`config.mk`:
```
export PLATFORM = sky130hd
export DESIGN_NAME = ods_feed_ctrl
export DESIGN_NICKNAME = d
export VERILOG_FILES = /design/src/rtl/ods_feed_ctrl.sv
export SDC_FILE = /design/constraint.sdc
export NUM_CORES = 1
export LEC_CHECK = 0
export CAP_MARGIN = 20
export CORE_MARGIN = 1.5
export CORE_UTILIZATION = 46
export CTS_BUF_LIST = sky130_fd_sc_hd__clkbuf_2
export DETAILED_ROUTE_END_ITERATION = 8
export GPL_TIMING_DRIVEN = 0
export PLACE_DENSITY = 0.8
export SLEW_MARGIN = 20
export SYNTH_ARGS = -nofsm -noshare
export SYNTH_HDL_FRONTEND = slang
export SYNTH_SLANG_ARGS = --single-unit
```
`constraint.sdc`:
```
create_clock -name clk -period 3.1 [get_ports clk]
set_clock_uncertainty 0.05 [all_clocks]
set_input_delay 0.31 -clock clk [delete_from_list [all_inputs] [get_ports clk]]
set_output_delay 0.31 -clock clk [all_outputs]
set_load 0.05 [all_outputs]
```
`src/rtl/ods_feed_ctrl.sv`:
```
// Feed sequencer for the three-row output data shifter: steers words into rows, fires a shift per group.
// Optional stall counter enabled by defining ODS_FEED_PERF_EN.
module ods_feed_ctrl #(
  parameter int IO_DATA_WIDTH = 16,
  parameter int GRP_CNT_WIDTH = 16
) (
  input  logic                     clk,
  input  logic                     arst_n_in,
  input  logic                     start,
  input  logic [GRP_CNT_WIDTH-1:0] cfg_num_groups,
  input  logic [IO_DATA_WIDTH-1:0] in_data,
  input  logic                     in_valid,
  output logic                     in_ready,
  output logic [IO_DATA_WIDTH-1:0] ods_in,
  output logic [1:0]               ods_sel_out,
  output logic                     ods_shift,
  input  logic                     ds_ready,
  output logic                     grp_valid,
  output logic                     busy,
  output logic                     done,
  output logic [31:0]              perf_stall_cycles
);

  localparam logic [1:0] ST_IDLE  = 2'd0;
  localparam logic [1:0] ST_LOAD  = 2'd1;
  localparam logic [1:0] ST_SHIFT = 2'd2;
  localparam logic [1:0] ST_FIN   = 2'd3;

  logic [1:0]               state_q, state_d;
  logic [1:0]               row_cnt_q, row_cnt_d;
  logic [GRP_CNT_WIDTH-1:0] grp_cnt_q, grp_cnt_d;
  logic [GRP_CNT_WIDTH-1:0] num_q, num_d;
  logic                     grp_valid_q, grp_valid_d;
  logic                     accept;
  logic                     start_acc;

  assign start_acc   = (state_q == ST_IDLE) && start;
  assign in_ready    = (state_q == ST_LOAD);
  assign accept      = in_ready && in_valid;
  assign ods_in      = in_data;
  assign ods_sel_out = accept ? row_cnt_q : 2'b11;
  assign ods_shift   = (state_q == ST_SHIFT) && ds_ready;
  assign grp_valid   = grp_valid_q;
  assign busy        = (state_q != ST_IDLE);
  assign done        = (state_q == ST_FIN);

  always_comb begin
    state_d     = state_q;
    row_cnt_d   = row_cnt_q;
    grp_cnt_d   = grp_cnt_q;
    num_d       = num_q;
    grp_valid_d = ods_shift;
    case (state_q)
      ST_IDLE: begin
        if (start) begin
          num_d     = cfg_num_groups;
          grp_cnt_d = '0;
          row_cnt_d = 2'd0;
          state_d   = (cfg_num_groups != '0) ? ST_LOAD : ST_FIN;
        end
      end
      ST_LOAD: begin
        if (accept) begin
          if (row_cnt_q == 2'd2) begin
            row_cnt_d = 2'd0;
            state_d   = ST_SHIFT;
          end else begin
            row_cnt_d = row_cnt_q + 2'd1;
          end
        end
      end
      ST_SHIFT: begin
        // Full-width compare so an all-ones group count terminates without wrapping
        if (ds_ready) begin
          grp_cnt_d = grp_cnt_q + GRP_CNT_WIDTH'(1);
          state_d   = (grp_cnt_d == num_q) ? ST_FIN : ST_LOAD;
        end
      end
      default: state_d = ST_IDLE;
    endcase
  end

  always_ff @(posedge clk or negedge arst_n_in) begin
    if (!arst_n_in) begin
      state_q     <= ST_IDLE;
      row_cnt_q   <= 2'd0;
      grp_cnt_q   <= '0;
      num_q       <= '0;
      grp_valid_q <= 1'b0;
    end else begin
      state_q     <= state_d;
      row_cnt_q   <= row_cnt_d;
      grp_cnt_q   <= grp_cnt_d;
      num_q       <= num_d;
      grp_valid_q <= grp_valid_d;
    end
  end

`ifdef ODS_FEED_PERF_EN
  logic [31:0] perf_q, perf_d;
  logic        stall;

  assign stall = ((state_q == ST_LOAD) && !in_valid) || ((state_q == ST_SHIFT) && !ds_ready);

  always_comb begin
    perf_d = perf_q;
    if (start_acc) begin
      perf_d = '0;
    end else if (stall && (perf_q != 32'hFFFF_FFFF)) begin
      perf_d = perf_q + 32'd1;
    end
  end

  always_ff @(posedge clk or negedge arst_n_in) begin
    if (!arst_n_in) begin
      perf_q <= '0;
    end else begin
      perf_q <= perf_d;
    end
  end

  assign perf_stall_cycles = perf_q;
`else
  logic unused_start_acc;
  assign unused_start_acc  = start_acc;
  assign perf_stall_cycles = 32'd0;
`endif

endmodule

```
==> results.toml <==
[cts]
cts.sinks = 37
clk_latency_ns = 0.38
clockBufferDepth = 2
clkTransAtPathRegs_ns = 0.19
h-tree-depth = 2
cts_tree = "yes"
cts_buffers = 5
root_buffer = "clkbuf_2"

[placed_design]
dpl-instance-area_mm2 = 0.00320
dp_hpwl_um = 4160
dp_slack_ns = 0.150
io_buffers = 43
gp_congestion = 0.840
dp_cells = 428

[drt]
num_vias = 2155
wl_per_cell_um = 12.2
drt-initial-drc-count = 111
drc_errors = 0
vias_per_cell = 4.93
drt-pass1-iter-count = 4
antenna_left = 0
wl_um = 5330

[final_layout]
fillers = 489
antenna_cells = 0
instances_no_fill = 437
area_delta_synth_final_pct = 27.8
drive_above_1_share_pct = 24.5
final_area_mm2 = 0.00325
layout.nets = 404

[timing]
rsz0062_at_grt = "no"
tightestPinTransition_ns = 0.674
slew_violations = 0
tns_ns = 0
finalSetupViolCount = 0
hold_viol = 0
holdWs_ns = 0.296
post-route-min-period_ns = 2.71
fin_ws_ns = 0.389
relSlewSlack_pct = 54.9
period_share_pct = 87.5
max_freq_mhz = 369

[die]
io_pins = 92
dieArea_mm2 = 0.00598
rows = 26
initial_core_util_pct = 48.8
fp.dieH_um = 77.3
die_x_um = 77.3
core_area_mm2 = 0.00520

[power]
leakage_nw = 1.45
power_density_mw_per_mm2 = 609
peakVddDrop_mv = 0.545

[worst_setup_path]
worstSetupEndpointType = "primary output"
r2r_end = "state_q[1]"
cp-start-kind = "flop"
r2r_cells = 7
cp.arrival_ns = 2.35
path_cells = "nor2b_1 -> nand2_1 -> inv_1 -> clkbuf_2 -> dlygate4sd2_1"
slowest_stage = "dlygate4sd2_1"
required_ns = 2.74
rrSetupSlack_ns = 0.63
path_class = "flop to primary output"
r2r-start = "grp_cnt_q[4]"
slowest_delay_ns = 0.57
crit_path_max_fanout = 11

[logic_synthesis]
synth_cell_types = 43
synthArstFlopShare_pct = 100
synthesis.area_mm2 = 0.00254
ys_warn_count = 0
ys_ff_latch = 37
avgSynthCellArea_um2 = 8.98
yosys.area.top_type = "dfrtp_1"
yosysSeqAreaShare_pct = 36.4
synth-main-ff-cell = "dfrtp_1"
synth_area_leaders = "dfrtp_1 (36%), buf_4 (15%), mux2_2 (8.4%)"
yosysTopAreaCellShare_pct = 36.4
synth_most_common_cell = "buf_4"
synth_common_cells = "buf_4 (51), dfrtp_1 (37), o21ai_0 (27)"
synth_edf_count = 0
syn-instance-count = 283

[global_route]
grt_pass1_wl_um = 9030
grt_pass1_vias = 1844
grt_overflow = 0
grt_max_degree = 24
antenna_found_initial = 0
grt.total_usage_pct = 19.0

[status]
status = "completed"

[run]
cap_violations = 0

[min_path]
hp-class = "input pin to asynchronous set/reset pin"
## power by group
| part | internal, W | switching (W) | leakage (nW) | total [W] |
|---|---|---|---|---|
| Sequential | 0.000621 | 0.000148 | 0.475 | 0.000768 |
| Clock | 0.0000567 | 0.000161 | 0.0327 | 0.000218 |
| Combinational | 0.000454 | 0.000538 | 0.944 | 0.000992 |
## area by class of cell
| cell class | count | area (um^2) | area share, % |
|---|---|---|---|
| Buffer | 62 | 429 | 13.2 |
| Clock buffer | 6 | 30.0 | 0.924 |
| Clock inverter | 2 | 10.0 | 0.308 |
| Inverter | 6 | 22.5 | 0.693 |
| Multi-Input combinational cell | 209 | 1280 | 39.4 |
| Sequential cell | 37 | 926 | 28.5 |
| Tap cell | 70 | 87.6 | 2.70 |
| Timing Repair Buffer | 45 | 462 | 14.2 |
## layout by cell type (no fill, tap or decap), drive strengths merged, types with 2 or more instances in the layout
cell type	synthesis	layout
buf	54	56
nand3	8	8
nor2b	2	2
a21o	2	2
nor4	5	5
and2	2	2
mux2i	2	2
o21ai	28	28
and3b	2	2
xor2	3	3
conb	1	32
nor2	17	17
a21oi	4	4
nor3	10	10
and3	2	2
or2	2	2
a22o	2	2
clkbuf	8	14
nand2	23	23
clkdlybuf4s50	0	41
mux2	19	19
a31oi	3	3
o31ai	6	6
nand4	6	6
or4	3	3
dfrtp	37	37
xnor2	16	16
inv	6	6
clkinv	0	2
## worst max-delay path, delay by kind of cell, from the launching register on
family	cells	cell delay [ns]
simple gates	2	0.48
flops	1	0.49
buf+inv	3	1.00
## repair_timing
action | in CTS | in global routing
hold endpoints to repair | 14 | 0
resized for setup | 1 | 2
setup buffers | 0 | 0
endpoints found under the setup margin | 1 | 1
hold buffers | 1 | 0
pin swaps | 0 | 0
## worst max path at each step
stage                     startpoint             end  slack, ns  depth (start not counted)
after detailed placement    ds_ready       ods_shift       0.15                          5
after global routing      state_q[1]       ods_shift       0.20                          5
after floorplan           state_q[0]  ods_sel_out[0]       0.92                          3
after global placement      ds_ready       ods_shift       0.15                          5
after CTS                 state_q[1]       ods_shift       0.17                          5
final                     state_q[1]       ods_shift       0.39                          5
## state kept, by name (all words and copies together) (netlist names)
register,flops
grp_valid,1
state_q,2
num_q,16
row_cnt_q,2
grp_cnt_q,16
## through the flow
step / power [W] / utilization, %
2_1_floorplan: 0.00152 / -
3_3_place_gp: 0.00173 / 61.0
3_5_place_dp: 0.00177 / 61.4
4_1_cts: 0.00198 / 62.4
5_1_grt: 0.00211 / 62.4
6_report: 0.00198 / 62.4
## logic make-up (layout without fill, tap and decap cells)
kind of cell               Yosys count  count (layout)  synth area share [%]
other                                1              32                 0.148
xor gates and xnor gates            19              19                  6.55
muxes                               21              21                  9.21
DFF                                 37              37                  36.4
buffers and inverters               68             121                  17.7
and+or+nand+nor                     86              86                  17.7
AOI/OAI and AO/OA                   50              50                  11.8
adders and majority gates            1               1                 0.492
## per-layer routing
| layer | track usage (%) | vias to the layer above | part of all wire [%] |
|---|---|---|---|
| met5 | 0 | - | 0 |
| li1 | - | 1073 | - |
| met4 | 6.55 | 0 | 1.4 |
| met3 | 3.69 | 9 | 6.8 |
| met2 | 30.8 | 91 | 48 |
| met1 | 25.2 | 982 | 43 |
Note: power is estimated with default switching activity, not from simulation.
